`config.mk`:
```
export PLATFORM = sky130hd
export DESIGN_NAME = neuron_mac_flat
export DESIGN_NICKNAME = d
export VERILOG_FILES = /design/src/rtl/neuron_mac_if.sv /design/src/rtl/neuron_mac.sv /design/src/flat_wrapper.sv
export SDC_FILE = /design/constraint.sdc
export NUM_CORES = 1
export LEC_CHECK = 0
export CAP_MARGIN = 15
export CORE_UTILIZATION = 35
export CTS_CLUSTER_DIAMETER = 50
export DETAILED_ROUTE_END_ITERATION = 12
export PLACE_DENSITY_LB_ADDON = 0.3
export SYNTH_ARGS = -nofsm -noshare
export SYNTH_HDL_FRONTEND = slang
export SYNTH_SLANG_ARGS = --single-unit
```
`constraint.sdc`:
```
create_clock -name clk -period 5.4 [get_ports clk]
set_input_delay 1.62 -clock clk [delete_from_list [all_inputs] [get_ports clk]]
set_output_delay 1.62 -clock clk [all_outputs]
set_load 0.02 [all_outputs]
```
`src/rtl/neuron_mac_if.sv`:
```
// neuron_mac_if: handshake and data bundle between a neuron_mac and its driver.
//   master : issues start/bias, streams (x_in, w_in) pairs, consumes zed
//   slave  : the neuron_mac itself
// Signals:
//   start/bias           command to begin one accumulation, with its signed bias
//   in_valid/in_ready    per-pair handshake for x_in (unsigned) and w_in (signed)
//   out_valid/out_ready  result handshake for zed (offset-binary, 128 = zero)
//   busy                 high whenever the neuron is not idle
interface neuron_mac_if;
   logic               start;
   logic signed [15:0] bias;
   logic               in_valid;
   logic               in_ready;
   logic [7:0]         x_in;
   logic signed [7:0]  w_in;
   logic               out_valid;
   logic               out_ready;
   logic [7:0]         zed;
   logic               busy;

   modport master (
      output start, bias, in_valid, x_in, w_in, out_ready,
      input  in_ready, out_valid, zed, busy
   );

   modport slave (
      input  start, bias, in_valid, x_in, w_in, out_ready,
      output in_ready, out_valid, zed, busy
   );
endinterface

```
`src/rtl/neuron_mac.sv`:
```
// neuron_mac: sequential multiply-accumulate neuron feeding an 8-bit sigmoid LUT.
// Accumulates N_INPUTS products x*w on top of a signed bias, arithmetic-shifts
// right by SHIFT, saturates to [-128,127] and presents the result offset by 128.
// Ports:
//   clk  rising-edge clock
//   rst  asynchronous active-high reset
//   bus  neuron_mac_if.slave (start/bias, input stream, zed result, busy)
// ACC_W must be at least 18 + clog2(N_INPUTS) so the accumulator never wraps.
module neuron_mac #(
   parameter int unsigned N_INPUTS = 784,
   parameter int unsigned ACC_W    = 32,
   parameter int unsigned SHIFT    = 8
) (
   input  logic         clk,
   input  logic         rst,
   neuron_mac_if.slave  bus
);

   localparam int unsigned PROD_W = 17;
   localparam int unsigned BIAS_W = 16;
   localparam int unsigned CNT_W  = (N_INPUTS > 1) ? $clog2(N_INPUTS) : 1;
   localparam logic [CNT_W-1:0]        CNT_LAST = CNT_W'(N_INPUTS - 1);
   localparam logic signed [ACC_W-1:0] S_MAX    = ACC_W'(127);
   localparam logic signed [ACC_W-1:0] S_MIN    = ACC_W'(-128);

   typedef enum logic [1:0] {IDLE, ACC, SCALE, DONE} state_t;

   state_t                   state;
   logic signed [ACC_W-1:0]  acc;
   logic [CNT_W-1:0]         cnt;

   logic signed [PROD_W-1:0] prod_c;
   logic signed [ACC_W-1:0]  prod_ext_c;
   logic signed [ACC_W-1:0]  bias_ext_c;
   logic signed [ACC_W-1:0]  scaled_c;
   logic [7:0]               zed_c;

   // Activation is unsigned: a zero MSB makes the 9-bit operand non-negative.
   assign prod_c     = $signed({1'b0, bus.x_in}) * bus.w_in;
   assign prod_ext_c = $signed({{(ACC_W-PROD_W){prod_c[PROD_W-1]}}, prod_c});
   assign bias_ext_c = $signed({{(ACC_W-BIAS_W){bus.bias[BIAS_W-1]}}, bus.bias});

   // Floor-divide by 2^SHIFT, then saturate and convert to offset binary.
   assign scaled_c = acc >>> SHIFT;

   always_comb begin
      zed_c = {~scaled_c[7], scaled_c[6:0]};
      if (scaled_c > S_MAX) begin
         zed_c = 8'd255;
      end else if (scaled_c < S_MIN) begin
         zed_c = 8'd0;
      end
   end

   // Control FSM with registered handshake outputs.
   always_ff @(posedge clk or posedge rst) begin
      if (rst) begin
         state         <= IDLE;
         acc           <= '0;
         cnt           <= '0;
         bus.zed       <= 8'd128;
         bus.out_valid <= 1'b0;
         bus.in_ready  <= 1'b0;
         bus.busy      <= 1'b0;
      end else begin
         case (state)
            IDLE: begin
               if (bus.start) begin
                  acc          <= bias_ext_c;
                  cnt          <= '0;
                  bus.in_ready <= 1'b1;
                  bus.busy     <= 1'b1;
                  state        <= ACC;
               end
            end
            ACC: begin
               if (bus.in_valid && bus.in_ready) begin
                  acc <= acc + prod_ext_c;
                  cnt <= cnt + CNT_W'(1);
                  if (cnt == CNT_LAST) begin
                     bus.in_ready <= 1'b0;
                     state        <= SCALE;
                  end
               end
            end
            SCALE: begin
               bus.zed       <= zed_c;
               bus.out_valid <= 1'b1;
               state         <= DONE;
            end
            DONE: begin
               if (bus.out_ready) begin
                  bus.out_valid <= 1'b0;
                  bus.busy      <= 1'b0;
                  state         <= IDLE;
               end
            end
            default: begin
               state <= IDLE;
            end
         endcase
      end
   end

endmodule

```
`src/flat_wrapper.sv`:
```
// flat-port wrapper written by rule: the top's interface ports become plain ports
module neuron_mac_flat 
#(
   parameter int unsigned N_INPUTS = 784,
   parameter int unsigned ACC_W    = 32,
   parameter int unsigned SHIFT    = 8
)
  (clk, rst, bus_start, bus_bias, bus_in_valid, bus_x_in, bus_w_in, bus_out_ready, bus_in_ready, bus_out_valid, bus_zed, bus_busy);
  neuron_mac_if bus_i ();
  input  logic clk;
  input  logic rst;
  input wire logic [$bits(bus_i.start)-1:0] bus_start;
  input wire logic [$bits(bus_i.bias)-1:0] bus_bias;
  input wire logic [$bits(bus_i.in_valid)-1:0] bus_in_valid;
  input wire logic [$bits(bus_i.x_in)-1:0] bus_x_in;
  input wire logic [$bits(bus_i.w_in)-1:0] bus_w_in;
  input wire logic [$bits(bus_i.out_ready)-1:0] bus_out_ready;
  output wire logic [$bits(bus_i.in_ready)-1:0] bus_in_ready;
  output wire logic [$bits(bus_i.out_valid)-1:0] bus_out_valid;
  output wire logic [$bits(bus_i.zed)-1:0] bus_zed;
  output wire logic [$bits(bus_i.busy)-1:0] bus_busy;
  assign bus_i.start = bus_start;
  assign bus_i.bias = bus_bias;
  assign bus_i.in_valid = bus_in_valid;
  assign bus_i.x_in = bus_x_in;
  assign bus_i.w_in = bus_w_in;
  assign bus_i.out_ready = bus_out_ready;
  assign bus_in_ready = bus_i.in_ready;
  assign bus_out_valid = bus_i.out_valid;
  assign bus_zed = bus_i.zed;
  assign bus_busy = bus_i.busy;
  neuron_mac #(.N_INPUTS(N_INPUTS), .ACC_W(ACC_W), .SHIFT(SHIFT)) u_core (.clk(clk), .rst(rst), .bus(bus_i));
endmodule
```
==> out/metrics.cfg, run 1 <==
[sta]
maxSlewHeadroom_pct = 28.0
max_freq_ghz = 0.172
worst_slew_pin_slew_ns = 1.08
setup_viol_count_final = 22
min_period_over_period_pct = 108
hold_violations = 0
grt_setup_unrepaired = yes
fin_skew_ns = 0.00707
worst_slack_ns = -0.420
maxSlewViolCount = 0
layout_min_cycle_time_ns = 5.82

[route]
drtIter0Drc = 183
via_per_inst = 5.08
drc = 0
firstDrtPassIters = 7
wire_per_inst_um = 15.3
num_vias = 5429
postRouteAntennaNets = 0
finalWirelength_um = 16300

[place]
hpwl_um = 13000
numPortBuffers = 47
placed_area_um2 = 7820
place.gp.congestion = 0.813
place_inst = 1040
pre_cts_ws_ns = -1.29

[synthesis]
synth_area_leader_cell = ha_1
ys.flop_type = dfrtp_1
synth-edff-count = 0
ys_seq_area_share_pct = 20.7
synth_area_leaders = ha_1, dfrtp_1, fa_1
ys_types = 63
synth-async-reset-ratio_pct = 100
yosysMostFrequentCell = ha_1
synth_top_area_share_pct = 21.3
synthTopCellsByCount = ha_1, inv_1, nand2_1, dfrtp_1, fa_1
synth_nets = 924
postSynthCellCount = 723
syn_area_um2 = 6650
ys_warn_count = 0
avgSynthCellArea_um2 = 9.20
ys_ff_latch = 55

[grt]
grt_pass1_wl_um = 27300
grt_pass1_vias = 5557
track_usage_pct = 17.1
antenna_found_initial = 0
grt_max_degree = 48
grt-ovfl-total = 0

[cts]
clk_pin_slew_ns = 0.07
clk-insertion-delay-late_ns = 0.29
htreeDepth = 2
cts_made_buffers = 5
clock_path_buffers = 2
cts_root_buffer = clkbuf_16
cts_sinks = 55
cts_tree = yes

[setup_path]
path_cells = buf_6 > buf_8 > buf_6 > and2_4 > fa_1 > fa_1 > fa_2 > fa_2 > ha_4 > ha_4 > a21oi_2 > nand2b_1 > o31ai_4 > o211ai_4 > a311oi_2 > xor2_1 > o21ai_1
path_buf_inv = 3
worstSetupPathType = input pin to flip-flop
required_ns = 5.56
crit_path_start_kind = input pin
worstPathMaxFanout = 7
critPathSlowestCell = fa_1
cp_top_family = adder cells
crit_path_max_incr_delay_ns = 0.59
arrival_ns = 5.98
setup.worst_path.end_class = flip-flop

[layout]
finish.utilization_pct = 45.5
drive_above_1_share_pct = 21.9
syn_to_final_growth_pct = 27.6
n_antenna_cell = 0
nets = 1034
final_cells = 1068
stdcell_area_um2 = 8490

[floorplanning]
ioPinCount = 48
rows = 50
die_h_um = 140
dieArea_um2 = 19600
die_w_um = 140
start_util_pct = 35.7
core_um2 = 18600

[hold_path]
hold_class = flip-flop to flip-flop

[outcome]
violations = setup timing
status = finished, violations left

[job]
drv_cap = 0

[power_and_ir_drop]
leakage_uw = 0.00425
p_per_area_nw_per_um2 = 263
ir_drop_v = 0.000229
power_uw = 2240

-- report_power, final --
part           leakage (uW)  internal (uW)  switching [uW]
registers          0.000755            412               0
logic               0.00343            796             702
clock network     0.0000675            174             151
-- worst paths after layout --
check	from	to	slack (ns)	cells past startpoint
max	bus_x_in[3]	u_core.acc[21]	-0.42	17
min in group asynchronous	rst	u_core.bus.zed[4]	1.57	2
max reg2reg	u_core.acc[6]	u_core.acc[21]	0.76	17
min	u_core.acc[3]	u_core.acc[3]	0.49	2
max in group asynchronous	rst	u_core.acc[28]	2.99	3
min reg2reg	u_core.acc[3]	u_core.acc[3]	0.49	2
-- layout make-up --
cell class,instances,area [um2]
Tap cell,234,293
Timing Repair Buffer,123,1070
Multi-Input combinational cell,564,5280
Sequential cell,55,1380
Clock inverter,2,16.3
Fill cell,1754,10200
Inverter,84,319
Clock buffer,6,129
-- state kept, by name (all words and copies together), names as in the netlist --
register              cells
u_core.acc               32
u_core.bus.busy           1
u_core.bus.in_ready       1
u_core.bus.out_valid      1
u_core.bus.zed            8
u_core.cnt               10
u_core.state              2
-- through the flow --
step | setup TNS, ns | hold slack [ns]
5_1_grt | -10.07 | 0.504
4_1_cts | -6.90 | 0.489
3_5_place_dp | -27.16 | 0.472
3_3_place_gp | -25.86 | 0.466
6_report | -6.42 | 0.486
2_1_floorplan | -5.22 | 0.450
-- layer usage --
metal / wire, um / vias up / track usage [%]
li1: - / 2686 / -
met4: 252 / 0 / 3.07
met1: 7770 / 2650 / 23.6
met5: 0 / - / 0
met3: 329 / 18 / 1.65
met2: 7990 / 75 / 29.4
-- worst register-to-register path: cells and delay by family (launching register included) --
family / cells / cell delay (ns)
adders and majority gates: 6 / 2.61
AOI/OAI and AO/OA: 5 / 1.07
DFF: 1 / 0.35
buffers and inverters: 4 / 0.23
xor gates and xnor gates: 1 / 0.20
and+or+nand+nor: 1 / 0.07
-- repair_timing --
action / in CTS / in global routing
endpoints found under the setup margin: 26 / 24
hold buffers: 0 / 0
buffers inserted: 10 / 10
pin swaps: 39 / 58
gates resized for setup: 110 / 61
-- cell families (layout without fill, tap and decap cells) --
group,after synthesis,after routing,synth area share (%)
multiplexers,16,16,2.43
AO/OA/AOI/OAI,147,147,14.2
XOR/XNOR,36,36,4.74
AND/OR/NAND/NOR,201,201,14.7
buffers and inverters,104,215,6.64
flip-flops,55,55,20.7
adder cells (fa/ha/maj),164,164,36.6
-- layout by cell type, fill, tap and decap left out, types with 7 or more instances in the layout --
cell type	count
a21o_1	11
a21oi_1	33
a21oi_2	7
and2_1	28
buf_4	74
buf_6	13
clkdlybuf4s50_1	31
dfrtp_1	54
fa_1	44
fa_2	7
ha_1	100
ha_4	12
inv_1	78
mux2i_1	15
nand2_1	64
nand3_1	8
nand4_1	16
nor2_1	35
nor3_1	7
o21a_1	8
o21ai_0	27
o21ai_1	15
o22ai_1	8
xnor2_1	17
xor2_1	14
Power figures use the tool's default switching activity.
==> run 2, diff against run 1 <==
--- a/config.mk
+++ b/config.mk
@@ -6,6 +6,8 @@
 export NUM_CORES = 1
 export LEC_CHECK = 0
 export CAP_MARGIN = 15
+export CORE_ASPECT_RATIO = 1.75
+export CORE_MARGIN = 5
 export CORE_UTILIZATION = 35
 export CTS_CLUSTER_DIAMETER = 50
 export DETAILED_ROUTE_END_ITERATION = 12
==> out/metrics.cfg, run 2 (synthesis results as in run 1) <==
[grt]
grt-ovfl-total = 0
antenna_found_initial = 0
grt_pass1_vias = 6057
grt_pass1_wl_um = 29300
track_usage_pct = 16.9
grt_max_degree = 47

[cts]
clock_path_buffers = 2
cts_sinks = 55
cts_root_buffer = clkbuf_16
cts_made_buffers = 5
clk-insertion-delay-late_ns = 0.31
cts_tree = yes
clk_pin_slew_ns = 0.08
htreeDepth = 2
cts_hold_buffers = 0

[layout]
syn_to_final_growth_pct = 30.3
nets = 1057
top_register = u_core.acc
fillers = 1804
n_antenna_cell = 0
final_cell_mix = ha_1, buf_4, inv_1, nand2_1, dfrtp_1
reg_top3 = u_core.acc (32), u_core.cnt (10), u_core.bus.zed (8)
drive_above_1_share_pct = 23.8
largest_register_ffs = 32
final_common_cell = ha_1
final_cells = 1095
stdcell_area_um2 = 8670

[setup_path]
setup.worst_path.end_class = flip-flop
rr_endpoint = u_core.acc[17]
rr_worst_depth = 16
worst-r2r-setup-slack_ns = 0.79
worstSetupPathType = input pin to flip-flop
worstPathMaxFanout = 6
arrival_ns = 6.08
reg2reg_from = u_core.acc[6]
crit_path_start_kind = input pin
required_ns = 5.62

[place]
numPortBuffers = 47
hpwl_um = 14800
placed_area_um2 = 7980
place.gp.congestion = 0.824
place_inst = 1061
pre_cts_ws_ns = -1.33

[floorplanning]
dieArea_um2 = 22000
core_um2 = 18700
start_util_pct = 35.6
die_w_um = 114
die_h_um = 192
rows = 66
ioPinCount = 48

[sta]
grt_setup_unrepaired = yes
max_freq_ghz = 0.171
min_period_over_period_pct = 109
maxSlewHeadroom_pct = 50.3
fin_skew_ns = 0.0153
worst_slew_pin_slew_ns = 0.745
maxSlewViolCount = 0
worst_slack_ns = -0.462
setup_viol_count_final = 23
layout_min_cycle_time_ns = 5.86
hold_violations = 0
hold_slack_ns = 0.490

[power_and_ir_drop]
leakage_uw = 0.00436
p_per_area_nw_per_um2 = 270
ir_drop_v = 0.000177

[hold_path]
hold_class = flip-flop to flip-flop
hold_depth = 2
hp-start = u_core.acc[2]
hold_end = u_core.acc[2]

[job]
drv_cap = 0

[route]
wire_per_inst_um = 16.3
drtIter0Drc = 216
num_vias = 5629
postRouteAntennaNets = 0
firstDrtPassIters = 5
finalWirelength_um = 17900
via_per_inst = 5.14
drc = 0

[outcome]
violations = setup timing
status = finished, violations left

==> run 2: cell count changes in the layout (fill, tap and decap cells not counted), sizes merged <==
cell      change
clkinv        +1
clkinvlp      -1
buf          +24
inv           +1
clkbuf        -2
==> run 2: worst max path at each step <==
stage / startpoint / to / slack [ns] / cells past startpoint
after detailed placement: bus_w_in[7] / u_core.acc[31] / -1.33 / 17
after global placement: bus_w_in[7] / u_core.acc[31] / -1.28 / 18
after CTS: bus_x_in[0] / u_core.acc[21] / -0.52 / 16
final: bus_w_in[7] / u_core.acc[17] / -0.46 / 18
after global routing: bus_w_in[7] / u_core.acc[17] / -0.62 / 18
after floorplan: bus_w_in[7] / u_core.acc[21] / -0.35 / 15
==> run 2: final cells by class <==
| type | count | area [um2] | share of cell area (%) |
|---|---|---|---|
| inverters | 84 | 319 | 3.68 |
| flip-flops and latches | 55 | 1380 | 15.9 |
| clock inverters | 3 | 31.3 | 0.361 |
| clock buffers | 5 | 125 | 1.44 |
| well taps | 238 | 298 | 3.44 |
| repair buffers | 146 | 1260 | 14.6 |
| multi-input cells | 564 | 5250 | 60.6 |
==> run 2: where the power goes <==
group	internal (uW)	total, uW	switching [uW]
logic	857	1580	723
registers	412	412	0
clock network	180	349	169
==> run 2: per-stage QoR <==
step	power, uW	setup TNS (ns)	util [%]
2_1_floorplan	1250	-5.22	-
3_3_place_gp	1680	-26.63	42.8
3_5_place_dp	1700	-28.24	42.8
4_1_cts	2320	-7.55	45.9
5_1_grt	2510	-10.79	46.4
6_report	2340	-7.06	46.4
==> run 2: timing repair <==
item                                    in CTS  in global routing
endpoints found under the setup margin      26                 24
hold endpoints to repair                     0                  0
buffers inserted                            18                 10
resized for setup                          150                 30
pin swaps                                   66                 36
==> run 2: layer usage <==
metal	GRT usage [%]	wire length [um]
met1	16.3	6120
met2	33.9	10100
met3	0.973	398
met4	9.92	1200
met5	0	0
==> run 2: critical path: stages <==
cell and delay [ns]:
buf_8 0.08, clkinvlp_4 0.09, buf_12 0.14, fa_1 0.49
inv_1 0.05, fa_1 0.46, fa_1 0.53, fa_1 0.59
fa_2 0.46, ha_4 0.31, nand3_2 0.08, nor2_4 0.14
o31ai_4 0.11, o211ai_4 0.36, buf_6 0.15, xor2_1 0.15
nand2_1 0.07, a31oi_1 0.18
